File: config.mk
export PLATFORM = sky130hd
export DESIGN_NAME = dmem_arbiter_flat
export DESIGN_NICKNAME = d
export VERILOG_FILES = /design/src/rtl/dmem_arbiter_if.sv /design/src/rtl/dmem_arbiter.sv /design/src/flat_wrapper.sv
export SDC_FILE = /design/constraint.sdc
export NUM_CORES = 1
export LEC_CHECK = 0
export CAP_MARGIN = 25
export CORE_MARGIN = 5
export CORE_UTILIZATION = 22
export DETAILED_ROUTE_END_ITERATION = 10
export GPL_TIMING_DRIVEN = 1
export PLACE_DENSITY_LB_ADDON = 0.3
export SYNTH_ARGS = -nofsm -noshare
export SYNTH_HDL_FRONTEND = slang
export SYNTH_SLANG_ARGS = --single-unit
File: constraint.sdc
create_clock -name clk -period 3.4 [get_ports clk]
set_input_delay 0.68 -clock clk [delete_from_list [all_inputs] [get_ports clk]]
set_output_delay 0.68 -clock clk [all_outputs]
set_load 0.03 [all_outputs]
File: src/rtl/dmem_arbiter_if.sv
// Bus bundle between the MEM stage / DMA requesters, the data-memory arbiter
// and the single-port data RAM macro.
interface dmem_arbiter_if #(
  parameter int unsigned ADDR_W = 14,
  parameter int unsigned DATA_W = 19
);
  // cpu (MEM stage) port
  logic              cpu_req;
  logic              cpu_we;
  logic [ADDR_W-1:0] cpu_addr;
  logic [DATA_W-1:0] cpu_wdata;
  logic              cpu_gnt;
  logic              cpu_rvalid;
  logic [DATA_W-1:0] cpu_rdata;
  logic              cpu_stall;

  // dma / debug port
  logic              dma_req;
  logic              dma_we;
  logic [ADDR_W-1:0] dma_addr;
  logic [DATA_W-1:0] dma_wdata;
  logic              dma_gnt;
  logic              dma_rvalid;
  logic [DATA_W-1:0] dma_rdata;

  // RAM macro side
  logic              mem_en;
  logic              mem_we;
  logic [ADDR_W-1:0] mem_addr;
  logic [DATA_W-1:0] mem_wdata;
  logic [DATA_W-1:0] mem_rdata;

  // Requesters plus RAM: drive requests and RAM read data, observe the rest
  modport master (
    output cpu_req, cpu_we, cpu_addr, cpu_wdata,
    output dma_req, dma_we, dma_addr, dma_wdata,
    output mem_rdata,
    input  cpu_gnt, cpu_rvalid, cpu_rdata, cpu_stall,
    input  dma_gnt, dma_rvalid, dma_rdata,
    input  mem_en, mem_we, mem_addr, mem_wdata
  );

  // Arbiter side
  modport slave (
    input  cpu_req, cpu_we, cpu_addr, cpu_wdata,
    input  dma_req, dma_we, dma_addr, dma_wdata,
    input  mem_rdata,
    output cpu_gnt, cpu_rvalid, cpu_rdata, cpu_stall,
    output dma_gnt, dma_rvalid, dma_rdata,
    output mem_en, mem_we, mem_addr, mem_wdata
  );
endinterface

File: src/rtl/dmem_arbiter.sv
// Data-memory arbiter: cpu has priority, dma is forced after STARVE_MAX
// consecutive contested cpu wins. Read data from the synchronous RAM is routed
// back to whichever port issued the read one cycle earlier.
module dmem_arbiter #(
  parameter int unsigned ADDR_W     = 14,
  parameter int unsigned DATA_W     = 19,
  parameter int unsigned STARVE_MAX = 4
) (
  input  logic         clk,
  input  logic         reset,
  dmem_arbiter_if.slave bus
);

  localparam int unsigned CNT_W = $clog2(STARVE_MAX + 1);
  localparam logic [CNT_W-1:0] CNT_MAX = CNT_W'(STARVE_MAX);

  typedef enum logic {
    OWN_CPU = 1'b0,
    OWN_DMA = 1'b1
  } owner_e;

  logic [CNT_W-1:0]  starve_cnt;
  logic [CNT_W-1:0]  starve_cnt_d;
  logic              pend_valid;
  logic              pend_valid_d;
  owner_e            pend_owner;
  owner_e            pend_owner_d;

  logic              cpu_gnt_c;
  logic              dma_gnt_c;
  logic              contested_c;
  logic              force_dma_c;
  logic              cpu_rvalid_c;
  logic              dma_rvalid_c;
  logic [ADDR_W-1:0] mux_addr_c;
  logic [DATA_W-1:0] mux_wdata_c;

  // Grant decision: one winner per cycle, nothing granted while in reset
  always_comb begin
    cpu_gnt_c   = 1'b0;
    dma_gnt_c   = 1'b0;
    contested_c = 1'b0;
    force_dma_c = 1'b0;
    if (!reset) begin
      contested_c = bus.cpu_req & bus.dma_req;
      force_dma_c = contested_c & (starve_cnt == CNT_MAX);
      cpu_gnt_c   = bus.cpu_req & ~force_dma_c;
      dma_gnt_c   = bus.dma_req & ~cpu_gnt_c;
    end
  end

  // Next-state: starvation counter and pending-read tracking
  always_comb begin
    starve_cnt_d = starve_cnt;
    pend_valid_d = 1'b0;
    pend_owner_d = OWN_CPU;
    if (!bus.dma_req || dma_gnt_c) begin
      starve_cnt_d = '0;
    end else if (contested_c && cpu_gnt_c && (starve_cnt != CNT_MAX)) begin
      starve_cnt_d = starve_cnt + CNT_W'(1);
    end
    pend_valid_d = (cpu_gnt_c & ~bus.cpu_we) | (dma_gnt_c & ~bus.dma_we);
    pend_owner_d = dma_gnt_c ? OWN_DMA : OWN_CPU;
  end

  // State register; reset drops any read still in flight
  always_ff @(posedge clk or posedge reset) begin
    if (reset) begin
      starve_cnt <= '0;
      pend_valid <= 1'b0;
      pend_owner <= OWN_CPU;
    end else begin
      starve_cnt <= starve_cnt_d;
      pend_valid <= pend_valid_d;
      pend_owner <= pend_owner_d;
    end
  end

  // RAM command mux from the granted port; idle bus is all zeros
  always_comb begin
    mux_addr_c  = '0;
    mux_wdata_c = '0;
    if (cpu_gnt_c) begin
      mux_addr_c  = bus.cpu_addr;
      mux_wdata_c = bus.cpu_wdata;
    end else if (dma_gnt_c) begin
      mux_addr_c  = bus.dma_addr;
      mux_wdata_c = bus.dma_wdata;
    end
  end

  // Port outputs: grants, stall, RAM command and read-data steering
  always_comb begin
    cpu_rvalid_c   = pend_valid & (pend_owner == OWN_CPU);
    dma_rvalid_c   = pend_valid & (pend_owner == OWN_DMA);
    bus.cpu_gnt    = cpu_gnt_c;
    bus.dma_gnt    = dma_gnt_c;
    bus.cpu_stall  = bus.cpu_req & ~cpu_gnt_c & ~reset;
    bus.mem_en     = cpu_gnt_c | dma_gnt_c;
    bus.mem_we     = (cpu_gnt_c & bus.cpu_we) | (dma_gnt_c & bus.dma_we);
    bus.mem_addr   = mux_addr_c;
    bus.mem_wdata  = mux_wdata_c;
    bus.cpu_rvalid = cpu_rvalid_c;
    bus.dma_rvalid = dma_rvalid_c;
    bus.cpu_rdata  = cpu_rvalid_c ? bus.mem_rdata : '0;
    bus.dma_rdata  = dma_rvalid_c ? bus.mem_rdata : '0;
  end

endmodule
File: src/flat_wrapper.sv
// flat-port wrapper written by rule: the top's interface ports become plain ports
module dmem_arbiter_flat 
#(
  parameter int unsigned ADDR_W     = 14,
  parameter int unsigned DATA_W     = 19,
  parameter int unsigned STARVE_MAX = 4
)
  (clk, reset, bus_cpu_req, bus_cpu_we, bus_cpu_addr, bus_cpu_wdata, bus_dma_req, bus_dma_we, bus_dma_addr, bus_dma_wdata, bus_mem_rdata, bus_cpu_gnt, bus_cpu_rvalid, bus_cpu_rdata, bus_cpu_stall, bus_dma_gnt, bus_dma_rvalid, bus_dma_rdata, bus_mem_en, bus_mem_we, bus_mem_addr, bus_mem_wdata);
  dmem_arbiter_if #(.ADDR_W(ADDR_W), .DATA_W(DATA_W)) bus_i ();
  input  logic clk;
  input  logic reset;
  input wire logic [$bits(bus_i.cpu_req)-1:0] bus_cpu_req;
  input wire logic [$bits(bus_i.cpu_we)-1:0] bus_cpu_we;
  input wire logic [$bits(bus_i.cpu_addr)-1:0] bus_cpu_addr;
  input wire logic [$bits(bus_i.cpu_wdata)-1:0] bus_cpu_wdata;
  input wire logic [$bits(bus_i.dma_req)-1:0] bus_dma_req;
  input wire logic [$bits(bus_i.dma_we)-1:0] bus_dma_we;
  input wire logic [$bits(bus_i.dma_addr)-1:0] bus_dma_addr;
  input wire logic [$bits(bus_i.dma_wdata)-1:0] bus_dma_wdata;
  input wire logic [$bits(bus_i.mem_rdata)-1:0] bus_mem_rdata;
  output wire logic [$bits(bus_i.cpu_gnt)-1:0] bus_cpu_gnt;
  output wire logic [$bits(bus_i.cpu_rvalid)-1:0] bus_cpu_rvalid;
  output wire logic [$bits(bus_i.cpu_rdata)-1:0] bus_cpu_rdata;
  output wire logic [$bits(bus_i.cpu_stall)-1:0] bus_cpu_stall;
  output wire logic [$bits(bus_i.dma_gnt)-1:0] bus_dma_gnt;
  output wire logic [$bits(bus_i.dma_rvalid)-1:0] bus_dma_rvalid;
  output wire logic [$bits(bus_i.dma_rdata)-1:0] bus_dma_rdata;
  output wire logic [$bits(bus_i.mem_en)-1:0] bus_mem_en;
  output wire logic [$bits(bus_i.mem_we)-1:0] bus_mem_we;
  output wire logic [$bits(bus_i.mem_addr)-1:0] bus_mem_addr;
  output wire logic [$bits(bus_i.mem_wdata)-1:0] bus_mem_wdata;
  assign bus_i.cpu_req = bus_cpu_req;
  assign bus_i.cpu_we = bus_cpu_we;
  assign bus_i.cpu_addr = bus_cpu_addr;
  assign bus_i.cpu_wdata = bus_cpu_wdata;
  assign bus_i.dma_req = bus_dma_req;
  assign bus_i.dma_we = bus_dma_we;
  assign bus_i.dma_addr = bus_dma_addr;
  assign bus_i.dma_wdata = bus_dma_wdata;
  assign bus_i.mem_rdata = bus_mem_rdata;
  assign bus_cpu_gnt = bus_i.cpu_gnt;
  assign bus_cpu_rvalid = bus_i.cpu_rvalid;
  assign bus_cpu_rdata = bus_i.cpu_rdata;
  assign bus_cpu_stall = bus_i.cpu_stall;
  assign bus_dma_gnt = bus_i.dma_gnt;
  assign bus_dma_rvalid = bus_i.dma_rvalid;
  assign bus_dma_rdata = bus_i.dma_rdata;
  assign bus_mem_en = bus_i.mem_en;
  assign bus_mem_we = bus_i.mem_we;
  assign bus_mem_addr = bus_i.mem_addr;
  assign bus_mem_wdata = bus_i.mem_wdata;
  dmem_arbiter #(.ADDR_W(ADDR_W), .DATA_W(DATA_W), .STARVE_MAX(STARVE_MAX)) u_core (.clk(clk), .reset(reset), .bus(bus_i));
endmodule
# Word-level counts from Yosys, hierarchy flattened

Index checks and enable logic that the tools add are counted.

Register bits: 5
Input bits: 91
Bits in read-only memories: 0
Bits in latches: 0
Bits in writable memories: 0
Memories kept: 0

$mul: 0
Bitwise gates (word level): 22
Div/mod/pow operators: 0
Multiplexer cells: 12
Magnitude comparators: 0
Shift operators: 0
Reduce and logical (&&, ||, !) cells: 5
Add/subtract/negate cells: 1
Equal/unequal tests: 2

Operators by type and width:

| cell                  | count |
|---|---|
| $mux W19              | 4 |
| $mux W14              | 2 |
| $and A1 B1 Y1         | 12 |
| $not A1 Y1            | 7 |
| $mux W3               | 2 |
| $mux W1               | 4 |
| $add A3 B1 Y3 const B | 1 |
| $eq A3 B3 Y1 const B  | 1 |
| $ne A3 B3 Y1 const B  | 1 |
| $or A1 B1 Y1          | 3 |
| $logic_and A1 B1 Y1   | 2 |
| $reduce_bool A2 Y1    | 1 |
| $logic_not A1 Y1      | 1 |
| $logic_or A1 B1 Y1    | 1 |

# Depth between registers and ports, before layout

Word-level depth: 9
Gate-level depth with buffers: 7
Depth with buffers taken out: 5

# Worst setup path before layout

OpenSTA, ideal clock, no wires.

Kind: input to output
From: in reset
To: out bus_mem_wdata[10]
Buffers on the path: 3
Arrival time: 1.842 ns
Setup slack: 0.878 ns
Required time: 2.720 ns
Stages on the path: 6
Path through: buf_2 nand2b_1 nor2b_1 buf_4 buf_2 a22o_1

RTL lines:

| element         | RTL line           | text |
|---|---|---|
| start, declared | flat_wrapper.sv:11 | `input logic reset;` |
| $mux W1         | dmem_arbiter.sv:44 | `if (!reset) begin` |
| net bus_cpu_gnt | flat_wrapper.sv:21 | `output wire logic [$bits(bus_i.cpu_gnt)-1:0] bus_cpu_gnt;` |
| $mux W19        | dmem_arbiter.sv:83 | `if (cpu_gnt_c) begin` |
| end, declared   | flat_wrapper.sv:31 | `output wire logic [$bits(bus_i.mem_wdata)-1:0] bus_mem_wdata;` |

The timed path passes the listed nets, and every way through them passes these cells.

# Worst setup path in the final report

From: in bus_dma_req
To: out bus_cpu_stall

Word-level cells in the longest chain between the ends: 8

RTL lines:

| element                    | RTL line           | text |
|---|---|---|
| start, declared            | flat_wrapper.sv:16 | `input wire logic [$bits(bus_i.dma_req)-1:0] bus_dma_req;` |
| $and A1 B1 Y1              | dmem_arbiter.sv:45 | `contested_c = bus.cpu_req & bus.dma_req;` |
| $and A1 B1 Y1              | dmem_arbiter.sv:46 | `force_dma_c = contested_c & (starve_cnt == CNT_MAX);` |
| $not A1 Y1                 | dmem_arbiter.sv:47 | `cpu_gnt_c = bus.cpu_req & ~force_dma_c;` |
| $and A1 B1 Y1              | dmem_arbiter.sv:47 |  |
| $mux W1                    | dmem_arbiter.sv:44 |  |
| $not A1 Y1                 | dmem_arbiter.sv:98 | `bus.cpu_stall = bus.cpu_req & ~cpu_gnt_c & ~reset;` |
| $and A1 B1 Y1 (2 in a row) | dmem_arbiter.sv:98 |  |
| end, declared              | flat_wrapper.sv:24 | `output wire logic [$bits(bus_i.cpu_stall)-1:0] bus_cpu_stall;` |

No other way between the ends.

==> PnR_summary.wiki <==
{| class="wikitable"
! Metric !! Value
|-
| Result of the run || finished, final reports clean
|-
| Die extent in y || 75.1 um
|-
| Min-Delay Path Depth || 2
|-
| Worst reg2reg path depth || 6
|-
| Static power due to leakage || 0.00118 uW
|-
| Global-route wire length before repair || 6960 um
|-
| Slew at the pin closest to its max-slew limit || 0.498 ns
|-
| Vias per Instance || 4.64
|-
| Slew headroom || 0.668
|-
| Die Footprint || 5640 um^2
|-
| Worst Path Arrival || 2.17 ns
|-
| Antenna diode count || 0
|-
| FMAX || 350 MHz
|-
| Cells after Synth || 120
|-
| Clock root cell || sky130_fd_sc_hd__clkbuf_8
|-
| Number of flops mapped to enable cells by yosys || 0
|-
| Post-Synthesis Net Count || 213
|-
| Row cnt || 23
|-
| Predominant post-synthesis flop cell || sky130_fd_sc_hd__dfrtp_1
|-
| Classification of the worst setup path || in2out
|-
| Synth-to-layout area growth || 181%
|-
| Number of unique standard cell types used by synthesis || 20
|-
| Drt drc || 0
|-
| Type of the worst min-delay path || reg2reg
|-
| Violation count after the first detailed-route iteration || 25
|-
| Number of buffers created by CTS || 3
|-
| Maximum resistive drop on vdd || 111 uV
|-
| RSZ-0062 raised after global routing || no
|-
| Clock sink count || 5
|-
| Proportion of layout cells with a drive suffix above 1 || 0.160
|-
| All-Layer GR Usage || 0.159
|-
| R2r endpoint || u_core.pend_valid$_DFF_PP0_
|-
| TritonCTS clock tree || built
|-
| Number of warning messages in the yosys log || 0
|-
| Final Hold Slack || 0.582 ns
|-
| Mux cell area share after synthesis || 0
|-
| TritonRoute pass-1 iters || 4
|-
| Final RePlAce weighted congestion || 0.850
|-
| Areal power density over the cells || 186 nW/um^2
|-
| Adder-cell share of the synthesized area || 0.0268
|-
| Combinational family with the most area after synthesis || compound AO/OA/AOI/OAI gates
|-
| Pin count of the biggest net entering global routing || 38
|-
| Post-Route Skew || 0.000780 ns
|-
| Count of input and output buffers || 168
|-
| Worst-case register-to-register setup slack || 1.85 ns
|-
| Count of final setup violators || 0
|-
| Number of nets at the end of the flow || 376
|-
| Post-synthesis xor/xnor area fraction || 0
|-
| Number of H-tree branching levels || 1
|-
| Via count of the first global-routing pass || 1415
|-
| Max-Cap Viols || 0
|-
| Critical register-to-register path startpoint || u_core.starve_cnt[0]$_DFFE_PP0P_
|-
| Final critical path time including I/O delays and setup || 2.85 ns
|-
| Fin. max-slew vios || 0
|-
| Starting density of the core || 0.230
|-
| Overflow after GRT || 0
|-
| Initial antenna violation count || 0
|-
| Die Wd || 75.1 um
|-
| Clock slew at reported path FFs || 0.03 ns
|-
| Compound-gate portion of the synthesized area || 0.370
|-
| Sequential element share of the synthesized area || 0.134
|-
| Count of nets left with antenna violations after detail routing || 0
|-
| Top fanout value on the critical path || 6
|-
| Period utilisation layout || 0.839
|-
| Overall power after layout || 487 uW
|-
| Final hold violation count || 0
|-
| Hold path startpoint || u_core.starve_cnt[0]$_DFFE_PP0P_
|-
| Half-perimeter wire length after placement || 4310 um
|-
| Cell Area, Synth || 932 um^2
|-
| Max clock buf depth || 2
|-
| Min-Delay Endpoint || u_core.starve_cnt[0]$_DFFE_PP0P_
|-
| Area fraction in and, or, nand and nor cells after synthesis || 0.358
|-
| Endpoint type of the worst setup path || output port
|-
| Share of synthesized flip-flops with an asynchronous set or reset || 1.00
|-
| Worst skew pair latency || 0.21 ns
|-
| Required time at the worst-slack endpoint || 2.72 ns
|-
| Ports placed on the boundary || 169
|-
| Routed wirelength normalized by instance count || 14.9 um
|-
| Post-CTS Hold Fix Bufs || 0
|-
| Total of cells resized after clock tree synthesis || 0
|-
| Core outline area || 4060 um^2
|-
| CP Launch Type || input port
|-
| Count of state elements after synthesis || 5
|-
| DR vias || 1539
|-
| Sum of negative setup slack || 0 ns
|-
| Total setup buffers inserted after CTS || 0
|-
| Total routed wirelength || 4960 um
|-
| Syn_area_per_cell || 7.77 um^2
|}
==> power breakdown <==
group          switching, uW  internal [uW]  leakage (uW)
combinational            139            175       0.00109
sequential              5.90           61.9     0.0000679
clock                   24.7           80.1     0.0000228
==> placed cells by master (no fill, tap or decap), drive strengths merged <==
cell type      count
clkdlybuf4s50    133
a22o              35
inv                5
dfrtp              5
nand3              3
nor3b              3
nand2b             1
buf               39
nor2b              2
o21ai              1
nor2               3
nand2              3
and2              20
ha                 2
a21boi             4
and3              19
clkbuf             4
==> metrics by stage <==
step / cells / area (um^2) / worst slack [ns] / utilization
floorplan: 120 / 932 / 0.878 / -
global placement: 328 / 2570 / 0.539 / 0.635
detailed placement: 328 / 2570 / 0.538 / 0.635
CTS: 332 / 2620 / 0.518 / 0.646
global route: 332 / 2620 / 0.449 / 0.646
finish: 332 / 2620 / 0.547 / 0.646
==> registers in the layout, summed over array words and instances, names as in the netlist <==
name               cells
u_core.pend_valid      1
u_core.starve_cnt      3
u_core.pend_owner      1
==> critical path, cell delays in order <==
cell,delay [ns]
sky130_fd_sc_hd__clkdlybuf4s50_1,0.56
sky130_fd_sc_hd__nand3_1,0.12
sky130_fd_sc_hd__nor2_1,0.12
sky130_fd_sc_hd__clkdlybuf4s50_1,0.69
==> synthesized netlist by cell type (all sizes together) (2+ instances only) <==
master / count / area share
nor2b: 2 / 0.013
a21boi: 4 / 0.036
nor3b: 3 / 0.036
inv: 5 / 0.020
and3: 19 / 0.13
nand2: 3 / 0.012
clkbuf: 6 / 0.024
a22o: 35 / 0.33
dfrtp: 5 / 0.13
nor2: 3 / 0.012
buf: 8 / 0.066
nand3: 3 / 0.016
and2: 20 / 0.13
ha: 2 / 0.027
==> how the worst max path moves through the flow <==
stage	start	endpoint	slack, ns	cells after the start
2_1_floorplan	reset	bus_mem_wdata[10]	0.88	6
3_3_place_gp	bus_dma_req	bus_cpu_gnt	0.54	4
3_5_place_dp	bus_dma_req	bus_cpu_gnt	0.54	4
4_1_cts	bus_dma_req	bus_cpu_gnt	0.52	4
5_1_grt	bus_dma_req	bus_cpu_stall	0.45	4
6_report	bus_dma_req	bus_cpu_stall	0.55	4
==> metal layers <==
metal | part of all wire | up-vias | GRT usage
met2 | 0.49 | 112 | 0.295
met5 | 0 | - | 0
met1 | 0.31 | 657 | 0.152
met4 | 0.0046 | 0 | 0.0356
li1 | - | 768 | -
met3 | 0.20 | 2 | 0.0895
==> kinds of logic after synthesis <==
kind of cell / Yosys count
compound gates: 40
fa+ha+maj: 2
buf+inv: 19
flops: 5
simple gates: 54
==> area by class of cell <==
| class | instances | area, um^2 |
|---|---|---|
| multi-input cells | 96 | 707 |
| inverters | 5 | 18.8 |
| repair buffers | 172 | 1660 |
| flip-flops and latches | 5 | 125 |
| clock buffers | 4 | 45.0 |
| well taps | 50 | 62.6 |
| fillers | 379 | 1440 |
No activity file was read; power rests on OpenSTA's default activity.
